<file path="src/rtl/conv_pkg.sv">
// conv_pkg
// Shared definitions for the 3x3 convolver control sequencer.
//   - state_t      : sequencer FSM encoding (also driven onto dbg_state)
//   - FLT_TAPS     : taps loaded into the filter shift register at frame start
//   - FILL_EXTRA   : extra cycles after the two line buffers fill before MACs run
//   - MAC_LAT      : pipeline latency of the MAC
//   - MIN_W        : smallest image width the window can slide over
//   - DEF_ADDR_FIFO: default line-buffer address width. The project normally
//                    takes ADDR_FIFO from header.vh; a standalone build
//                    falls back to 10 bits (enough for widths up to 1023).
`ifndef ADDR_FIFO
`define ADDR_FIFO 10
`endif

package conv_pkg;

    localparam int DEF_ADDR_FIFO = `ADDR_FIFO;

    localparam int FLT_TAPS   = 9;
    localparam int FILL_EXTRA = 4;
    localparam int MAC_LAT    = 3;
    localparam int MIN_W      = 4;

    typedef enum logic [2:0] {
        S_IDLE  = 3'd0,
        S_FILL  = 3'd1,
        S_RUN   = 3'd2,
        S_DRAIN = 3'd3,
        S_DONE  = 3'd4
    } state_t;

endpackage

</file>
<file path="src/rtl/conv_seq_pos_counter.sv">
// conv_seq_pos_counter
// Tracks the position (column/row) of the MAC output stream and produces the
// registered out_valid mask. The last two columns of every row are
// wrap-around windows and are masked off.
// Ports:
//   i_clk, i_rst_n : clock, asynchronous active-low reset
//   i_flush        : next cycle is outside the frame; clear everything
//   i_first        : next cycle carries output index k = 0
//   i_w            : latched image width W
//   o_valid        : registered valid flag for the current output
module conv_seq_pos_counter
    import conv_pkg::*;
#(
    parameter int ADDR_FIFO = DEF_ADDR_FIFO
) (
    input  logic                 i_clk,
    input  logic                 i_rst_n,
    input  logic                 i_flush,
    input  logic                 i_first,
    input  logic [ADDR_FIFO-1:0] i_w,
    output logic                 o_valid
);

    logic [ADDR_FIFO-1:0] r_col;
    logic [ADDR_FIFO-1:0] r_row;
    logic                 r_active;
    logic                 r_valid;

    logic                 w_last_col;
    logic                 w_last;
    logic [ADDR_FIFO-1:0] w_col_nxt;
    logic [ADDR_FIFO-1:0] w_row_nxt;

    always_comb begin
        w_last_col = (r_col == i_w - ADDR_FIFO'(1));
        w_last     = w_last_col && (r_row == i_w - ADDR_FIFO'(1));
        w_col_nxt  = w_last_col ? '0 : r_col + ADDR_FIFO'(1);
        w_row_nxt  = w_last_col ? r_row + ADDR_FIFO'(1) : r_row;
    end

    always_ff @(posedge i_clk or negedge i_rst_n) begin
        if (!i_rst_n) begin
            r_col    <= '0;
            r_row    <= '0;
            r_active <= 1'b0;
            r_valid  <= 1'b0;
        end else if (i_flush) begin
            r_col    <= '0;
            r_row    <= '0;
            r_active <= 1'b0;
            r_valid  <= 1'b0;
        end else if (i_first) begin
            r_col    <= '0;
            r_row    <= '0;
            r_active <= 1'b1;
            r_valid  <= (i_w > ADDR_FIFO'(2));
        end else if (r_active) begin
            if (w_last) begin
                // k = W*W-1 was the final output of the frame
                r_active <= 1'b0;
                r_valid  <= 1'b0;
            end else begin
                r_col   <= w_col_nxt;
                r_row   <= w_row_nxt;
                r_valid <= (w_col_nxt < i_w - ADDR_FIFO'(2));
            end
        end
    end

    assign o_valid = r_valid;

endmodule

</file>
<file path="src/rtl/conv_sequencer.sv">
// conv_sequencer
// Control sequencer for one 3x3 convolver (line buffers + filter shift
// register + MAC). A legal start latches the image width W and runs one
// frame: FILL (2W+4 cycles), RUN (W*W cycles), DRAIN (MAC latency), DONE.
// Every output is registered; next-cycle values are computed from the
// next state and next cycle index, then flopped.
// Handshake: start is a one-cycle command taken only in IDLE; pix_req high
// means upstream must present a pixel in that same cycle (no backpressure);
// abort wins over everything and returns to IDLE on the next edge.
// Ports:
//   clk, rst (async, active-low), start, abort, img_w  : control inputs
//   busy, done, err                                     : status
//   pix_req                                             : upstream pixel strobe
//   shifting_filter, shifting_line, line_buffer_reset,
//   mac_enable, row_length                              : convolver controls
//   out_valid                                           : MAC output is a pixel
//   frame_cycles  (only with CONV_SEQ_PERF_EN)          : accept-to-done cycles
//   dbg_state                                           : FSM state
module conv_sequencer
    import conv_pkg::*;
#(
    parameter int ADDR_FIFO = DEF_ADDR_FIFO,
    parameter int MAX_W     = 512
) (
    input  logic                 clk,
    input  logic                 rst,
    input  logic                 start,
    input  logic                 abort,
    input  logic [ADDR_FIFO-1:0] img_w,
    output logic                 busy,
    output logic                 done,
    output logic                 err,
    output logic                 pix_req,
    output logic                 shifting_filter,
    output logic                 shifting_line,
    output logic                 line_buffer_reset,
    output logic                 mac_enable,
    output logic [ADDR_FIFO-1:0] row_length,
    output logic                 out_valid,
`ifdef CONV_SEQ_PERF_EN
    output logic [31:0]          frame_cycles,
`endif
    output logic [2:0]           dbg_state
);

    localparam int CW = 2 * ADDR_FIFO + 1;

    state_t               r_state;
    state_t               w_state_nxt;
    logic [CW-1:0]        r_cyc;
    logic [CW-1:0]        w_cyc_nxt;
    logic [ADDR_FIFO-1:0] r_w;

    logic [CW-1:0] w_w;
    logic [CW-1:0] w_wsq;
    logic [CW-1:0] w_fill_end;
    logic [CW-1:0] w_run_end;
    logic [CW-1:0] w_drain_end;
    logic [CW-1:0] w_win_first;

    logic w_w_legal;
    logic w_accept;
    logic w_busy_nxt;
    logic w_sf_nxt;
    logic w_pix_nxt;
    logic w_sl_nxt;
    logic w_lbr_nxt;
    logic w_mac_nxt;
    logic w_done_nxt;
    logic w_err_nxt;
    logic w_first_out;
    logic w_flush;

    // Frame boundaries, as absolute cycle indices from the accept
    assign w_w         = CW'(r_w);
    assign w_wsq       = w_w * w_w;
    assign w_fill_end  = (w_w << 1) + CW'(FILL_EXTRA - 1);
    assign w_run_end   = w_fill_end + w_wsq;
    assign w_drain_end = w_run_end + CW'(MAC_LAT);
    assign w_win_first = w_fill_end + CW'(MAC_LAT + 1);

    assign w_w_legal = (img_w >= ADDR_FIFO'(MIN_W)) && (img_w <= ADDR_FIFO'(MAX_W));

    // State register
    always_ff @(posedge clk or negedge rst) begin
        if (!rst) begin
            r_state <= S_IDLE;
        end else begin
            r_state <= w_state_nxt;
        end
    end

    // Next-state logic
    always_comb begin
        w_state_nxt = r_state;
        w_accept    = 1'b0;
        if (abort) begin
            w_state_nxt = S_IDLE;
        end else begin
            case (r_state)
                S_IDLE: begin
                    if (start && w_w_legal) begin
                        w_state_nxt = S_FILL;
                        w_accept    = 1'b1;
                    end
                end
                S_FILL:  if (r_cyc == w_fill_end)  w_state_nxt = S_RUN;
                S_RUN:   if (r_cyc == w_run_end)   w_state_nxt = S_DRAIN;
                S_DRAIN: if (r_cyc == w_drain_end) w_state_nxt = S_DONE;
                S_DONE:  w_state_nxt = S_IDLE;
                default: w_state_nxt = S_IDLE;
            endcase
        end
    end

    // Output logic: values for the next cycle, flopped below
    always_comb begin
        w_busy_nxt  = (w_state_nxt == S_FILL) || (w_state_nxt == S_RUN) ||
                      (w_state_nxt == S_DRAIN);
        w_cyc_nxt   = (w_busy_nxt && !w_accept) ? r_cyc + CW'(1) : '0;
        w_sf_nxt    = w_busy_nxt && (w_cyc_nxt < CW'(FLT_TAPS));
        // r_w is stale on the accept edge; cycle 0 always requests a pixel
        w_pix_nxt   = w_accept || (w_busy_nxt && (w_cyc_nxt < w_wsq));
        w_sl_nxt    = (w_state_nxt == S_FILL) || (w_state_nxt == S_RUN);
        w_mac_nxt   = (w_state_nxt == S_RUN);
        w_lbr_nxt   = (w_state_nxt == S_IDLE) || (w_state_nxt == S_DONE);
        w_done_nxt  = (w_state_nxt == S_DONE);
        w_err_nxt   = (r_state == S_IDLE) && start && !abort && !w_w_legal;
        w_first_out = w_busy_nxt && !w_accept && (w_cyc_nxt == w_win_first);
        w_flush     = !w_busy_nxt;
    end

    always_ff @(posedge clk or negedge rst) begin
        if (!rst) begin
            r_cyc             <= '0;
            r_w               <= '0;
            row_length        <= '0;
            busy              <= 1'b0;
            done              <= 1'b0;
            err               <= 1'b0;
            pix_req           <= 1'b0;
            shifting_filter   <= 1'b0;
            shifting_line     <= 1'b0;
            line_buffer_reset <= 1'b1;
            mac_enable        <= 1'b0;
        end else begin
            r_cyc <= w_cyc_nxt;
            if (w_accept) begin
                r_w        <= img_w;
                // a 3-wide window leaves W-3 entries in each line buffer
                row_length <= img_w - ADDR_FIFO'(3);
            end
            busy              <= w_busy_nxt;
            done              <= w_done_nxt;
            err               <= w_err_nxt;
            pix_req           <= w_pix_nxt;
            shifting_filter   <= w_sf_nxt;
            shifting_line     <= w_sl_nxt;
            line_buffer_reset <= w_lbr_nxt;
            mac_enable        <= w_mac_nxt;
        end
    end

`ifdef CONV_SEQ_PERF_EN
    // Entering DONE from the last DRAIN cycle: done lands on index r_cyc+1,
    // so the frame spans r_cyc+2 cycles. Aborted frames never get here.
    always_ff @(posedge clk or negedge rst) begin
        if (!rst) begin
            frame_cycles <= '0;
        end else if (w_done_nxt && (r_state == S_DRAIN)) begin
            frame_cycles <= 32'(r_cyc) + 32'd2;
        end
    end
`endif

    conv_seq_pos_counter #(
        .ADDR_FIFO(ADDR_FIFO)
    ) u_pos (
        .i_clk  (clk),
        .i_rst_n(rst),
        .i_flush(w_flush),
        .i_first(w_first_out),
        .i_w    (r_w),
        .o_valid(out_valid)
    );

    assign dbg_state = r_state;

endmodule

</file>
<file path="config.mk">
export PLATFORM = sky130hd
export DESIGN_NAME = conv_sequencer
export DESIGN_NICKNAME = d
export VERILOG_FILES = /design/src/rtl/conv_pkg.sv /design/src/rtl/conv_seq_pos_counter.sv /design/src/rtl/conv_sequencer.sv
export SDC_FILE = /design/constraint.sdc
export NUM_CORES = 1
export LEC_CHECK = 0
export BUFFER_PORTS_ARGS = -buffer_cell sky130_fd_sc_hd__buf_4
export CAP_MARGIN = 20
export CORE_MARGIN = 8
export CORE_UTILIZATION = 65
export DETAILED_ROUTE_END_ITERATION = 16
export PLACE_DENSITY = 0.83
export SLEW_MARGIN = 20
export SYNTH_ARGS = -nofsm -noshare
export SYNTH_HDL_FRONTEND = slang
export SYNTH_SLANG_ARGS = --single-unit
export TNS_END_PERCENT = 100
</file>
<file path="constraint.sdc">
create_clock -name clk -period 12.5 [get_ports clk]
set_clock_uncertainty 0.1 [all_clocks]
set_input_delay 1.25 -clock clk [delete_from_list [all_inputs] [get_ports clk]]
set_output_delay 1.25 -clock clk [all_outputs]
set_load 0.01 [all_outputs]
</file>
# Word level (Yosys, flattened, before mapping)

Index checks and enable logic that the tools add are counted.

Output and inout port bits: 22
Input port bits: 14
Bits in registers: 74

Add/sub/neg operators: 10
Magnitude comparators: 6
Equal/unequal tests: 16
Reduce and logical (&&, ||, !) cells: 21
Multiplexer cells: 28
Multiply operators: 1

Operators by type and width:

| operator              | number |
|---|---|
| $mux 10               | 10 |
| $eq 21x21->1          | 2 |
| $add 12x20->21        | 1 |
| $add 21x1->21 const B | 1 |
| $add 21x2->21 const B | 1 |
| $eq 21x12->1          | 1 |
| $eq 21x13->1          | 1 |
| $lt 21x20->1          | 1 |
| $lt 21x4->1 const B   | 1 |
| $mux 21               | 1 |
| $add 10x1->10 const B | 2 |
| $eq 10x10->1          | 2 |
| $mul 10x10->20        | 1 |
| $sub 10x2->10 const B | 2 |
| $mux 3                | 5 |
| $add 12x3->13 const B | 1 |
| $add 11x2->12 const B | 1 |
| $eq 3x2->1 const B    | 4 |
| $pmux 3 s4            | 1 |
| $mux 1                | 11 |
| $ge 10x3->1 const B   | 1 |
| $gt 10x2->1 const B   | 1 |
| $le 10x10->1 const B  | 1 |
| $logic_and 1x1->1     | 10 |
| 11 further kinds      | 19 |

# Logic depth before layout (Yosys ltp)

Depth in word-level cells: 16
Gate-level depth with buffers: 44
Depth with buffers taken out: 41

# Cells and area by module

A second synthesis with hierarchy kept.

Cells, all modules: 1300
Area total of the unflattened synthesis: 10704.0 um^2

Modules (own cells, without submodules):

| module               | area each (um^2) | times used | sequential area each (um^2) | cells each |
|---|---|---|---|---|
| conv_sequencer       | 8410.6           | 1          | 1302.5                      | 1013 |
| conv_seq_pos_counter | 2293.4           | 1          | 550.5                       | 287 |

# Least setup slack after synthesis

Ideal clock, no wire load.

Path type: flip-flop to flip-flop
Start point: reg r_w[2]
End point: reg pix_req
Clock period less this slack: 9.331 ns
Slack: 3.169 ns
Library setup time: 0.086 ns
Cell stages (with the launch flop): 39
Arrival: 9.145 ns
Path through: dfrtp_1 > clkbuf_1 > clkbuf_1 > inv_1 > nor2_1 > fa_1 > inv_1 > fa_1 > fa_1 > fa_1 > inv_1 > fa_1 > ha_1 > a21oi_1 > nand2_1 > xor2_1 > ha_1 > a21oi_1 > [3 not listed] > nand4_4 > or4b_1 > a221oi_2 > nand2_1 > or3b_4 > or2_1 > nand2_1 > buf_2 > nor2_1 > ha_1 > a21o_1 > a21o_1 > a21oi_1 > a21oi_1 > a221o_1 > a31oi_1 > a211oi_1 > o21ai_1

Cells in the longest elaborated chain, start to end: 15
Elaborated cells on any way between the ends: 22

Ends and longest elaborated chain:

| element                                                | line                                       | RTL |
|---|---|---|
| from (decl)                                            | conv_sequencer.sv:52                       | `logic [ADDR_FIFO-1:0] r_w;` |
| from (signal assigned)                                 | conv_sequencer.sv:149                      | `r_w <= img_w;` |
| $mul 10x10->20 / $add 11x2->12 (equally long branches) | conv_sequencer.sv:76, conv_sequencer.sv:77 |  |
| $add 12x20->21                                         | conv_sequencer.sv:78                       | `assign w_run_end = w_fill_end + w_wsq;` |
| $add 21x2->21                                          | conv_sequencer.sv:79                       | `assign w_drain_end = w_run_end + CW'(MAC_LAT);` |
| $eq 21x21->1                                           | conv_sequencer.sv:109                      | `S_DRAIN: if (r_cyc == w_drain_end) w_state_nxt = S_DONE;` |
| $mux 3                                                 | conv_sequencer.sv:109                      |  |
| $pmux 3 s4 *                                           | conv_sequencer.sv:100                      | `case (r_state)` |
| $mux 3 *                                               | conv_sequencer.sv:97                       | `if (abort) begin` |
| $eq 3x1->1 / $eq 3x2->1 (equally long branches)        | conv_sequencer.sv:118                      | `w_busy_nxt = (w_state_nxt == S_FILL) \|\| (w_state_nxt == S_RUN) \|\|` |
| $logic_or 1x1->1                                       | conv_sequencer.sv:118                      |  |
| $logic_or 1x1->1 *                                     | conv_sequencer.sv:118                      |  |
| $logic_and 1x1->1 *                                    | conv_sequencer.sv:120                      | `w_cyc_nxt = (w_busy_nxt && !w_accept) ? r_cyc + CW'(1) : '0;` |
| $mux 21 *                                              | conv_sequencer.sv:120                      |  |
| via w_cyc_nxt[10]                                      | conv_sequencer.sv:51                       | `logic [CW-1:0] w_cyc_nxt;` |
| $lt 21x20->1 *                                         | conv_sequencer.sv:123                      | `w_pix_nxt = w_accept \|\| (w_busy_nxt && (w_cyc_nxt < w_wsq));` |
| $logic_and 1x1->1 *                                    | conv_sequencer.sv:123                      |  |
| $logic_or 1x1->1 *                                     | conv_sequencer.sv:123                      |  |
| via w_pix_nxt                                          | conv_sequencer.sv:65                       | `logic w_pix_nxt;` |
| to (signal assigned)                                   | conv_sequencer.sv:156                      | `pix_req <= w_pix_nxt;` |
| to (decl)                                              | conv_sequencer.sv:33                       | `output logic pix_req,` |

The timed path passes the listed nets; every way through them passes the cells marked *.
A chain may end at the register's enable or synchronous reset.

# Worst setup path after layout

Start point: reg r_w[6]
End point: reg pix_req

Same word-level chain as after synthesis.

==> impl_metrics.ini <==
[status]
status = finished clean

[clock_tree]
cts_buffer_depth = 2
root_buffer = clkbuf_16
hold_buffers = 0
clock_latency_ps = 350
cts.sinks = 74
post-cts-setup-buffer-count = 0
path_clk_slew_ps = 70
cts_tree = built
htree_levels = 3
cts_resized = 0
cts_buffers = 9

[finish]
stdcell_count = 1387
fin_nets = 1352
drive_gt1_share_pct = 8.340
areaGrowthSynthToFinish_pct = 6.292
n_antenna_cell = 0
post-route-util_pct = 70.62

[floorplan]
rows = 45
core_area_um2 = 15150
dieHeight_um = 140.4
die-area_um2 = 19720
start_util_pct = 66.44
io_pins = 36
die_width_um = 140.4

[yosys]
ys_types = 89
yosysWarnings = 0
ys.flop_type = dfrtp_1
synth_compound_area_share_pct = 13.95
synth.mux.area_fraction_pct = 1.927
synthXorXnorAreaFrac_pct = 15.95
yosys.cell_count.top_type = xnor2_1
ys_top_cells_by_area = dfrtp_1 18%, ha_1 12%, xnor2_1 9.5%, fa_1 9.4%, xor2_1 5.9%
async_reset_ff_share_pct = 100.0
syn_inst = 1201
synth_top_family_by_area = simple AND/OR/NAND/NOR gates
syn_area_um2 = 10060
synthAdderAreaFrac_pct = 21.51
ys_seq_area_share_pct = 18.42
synthesis.nets = 1359
yosys.area_share.simple_pct = 22.11
synth.largest_area_cell = dfrtp_1
yosys-top-cells-count = 109 x xnor2_1, 97 x ha_1, 97 x inv_1
synth_edf_count = 0
yosys_register_bits = 74
avgSynthCellArea_um2 = 8.378
yosysTopAreaCellShare_pct = 18.15

[setup_path]
crit_buf_inv = 4
critical_path.max_stage_delay_ps = 780
cp_max_fo = 20
critPathTopFamily = adder cells
required_ps = 12600
cp_slowest_cell = a2111oi_0
crit_type = reg2reg
crit_top_cell = ha_1
cp-start-kind = register
end_kind = register
crit_arrival_ps = 11180

[grt]
grt_overflow = 0
antenna_found_initial = 0
grt_pass1_vias = 8763
grt_pass1_wl_um = 45140
grt_max_degree = 75
grt.total_usage_pct = 28.39

[drt]
wl_met1_um = 11440
drt-wirelength-per-cell_um = 19.77
first_pass_iters = 6
num_vias = 9015
wl_met3_um = 2331
highest_layer = met4
route.met2.wl_um = 12770
drc = 0
drtIter0Drc = 1068
ant_nets = 0
totalWireLength_um = 27420
via_per_inst = 6.500

[timing]
fin_tns_setup_ps = 0
setup_viol = 0
worst_pin_slew_ps = 982.0
rsz0062_at_grt = no
fmax_ghz = 0.09022
slew_headroom_pct = 32.84
post-route-min-period_ps = 11080
whs_ps = 412.0
hold_violations = 0
drv_slew = 0
finalCritPeriodShare_pct = 88.67

[place]
gp_congestion = 0.9601
placed_cells = 1370
portBuffers = 35
dp_hpwl_um = 21190

[min_path]
hold_path_class = reg2reg

[flow_run]
drv_cap = 0
==> state kept, by name, indices dropped and copies added (netlist names), 3 cells and up <==
| signal | cells |
|---|---|
| r_cyc | 21 |
| u_pos.r_row | 10 |
| r_w | 10 |
| row_length | 10 |
| dbg_state | 3 |
| u_pos.r_col | 10 |
==> layout make-up <==
type	count	area, µm²
well taps	188	235.2
repair buffers	40	320.3
flip-flops and latches	74	1853
fillers	1197	4451
multi-input cells	969	7605
clock buffers	11	242.7
inverters	100	376.6
clock inverters	5	62.56
==> through the flow <==
step / worst slack (ps) / instance area (µm²)
6_report: 1416 / 10700
5_1_grt: 784.2 / 10700
4_1_cts: 1763 / 10660
3_5_place_dp: 1836 / 10350
3_3_place_gp: 2095 / 10350
2_1_floorplan: 3169 / 10060
==> routing by layer <==
metal	global-route usage, %	vias to the layer above
met5	0	-
met4	10.97	0
met3	4.281	77
met2	46.14	444
met1	37.35	4324
li1	-	4170
==> cells by family (layout without fill, tap and decap cells) <==
group | Yosys count | after routing
and+or+nand+nor | 423 | 423
muxes | 18 | 18
xor gates and xnor gates | 180 | 180
DFF | 74 | 74
buffers and inverters | 158 | 156
adders and majority gates | 145 | 145
AOI/OAI and AO/OA | 203 | 203
==> path summary, 6_finish.rpt <==
| check | from | end | slack [ps] | depth (start not counted) |
|---|---|---|---|---|
| setup / recovery | r_w[6] | pix_req | 1420 | 41 |
| hold reg to reg | row_length[2] | row_length[2] | 410 | 1 |
| min in group asynchronous | rst | row_length[2] | 670 | 1 |
| hold / removal | row_length[2] | row_length[2] | 410 | 1 |
| max in group asynchronous | rst | line_buffer_reset | 11000 | 2 |
| setup reg to reg | r_w[6] | pix_req | 1420 | 41 |
==> placed cells by master (no fill, tap or decap), types with 9 or more instances in the layout <==
cell type,instances
nand4_1,22
mux2_2,11
o21ai_0,33
nor3_1,42
xnor2_1,109
xor2_1,68
nand2b_1,10
nand2_1,94
ha_1,97
and2_1,25
a21o_1,16
nor2_1,87
inv_1,97
nor4_1,13
nand3_1,46
fa_1,47
clkbuf_16,9
and3_1,20
a31oi_1,11
dfrtp_1,73
or3_1,9
a21oi_1,51
buf_4,39
o211ai_1,9
Power is left out: the tool's default activity adds up to more than one toggle a clock period on the data nets, which glitch-free logic cannot reach.
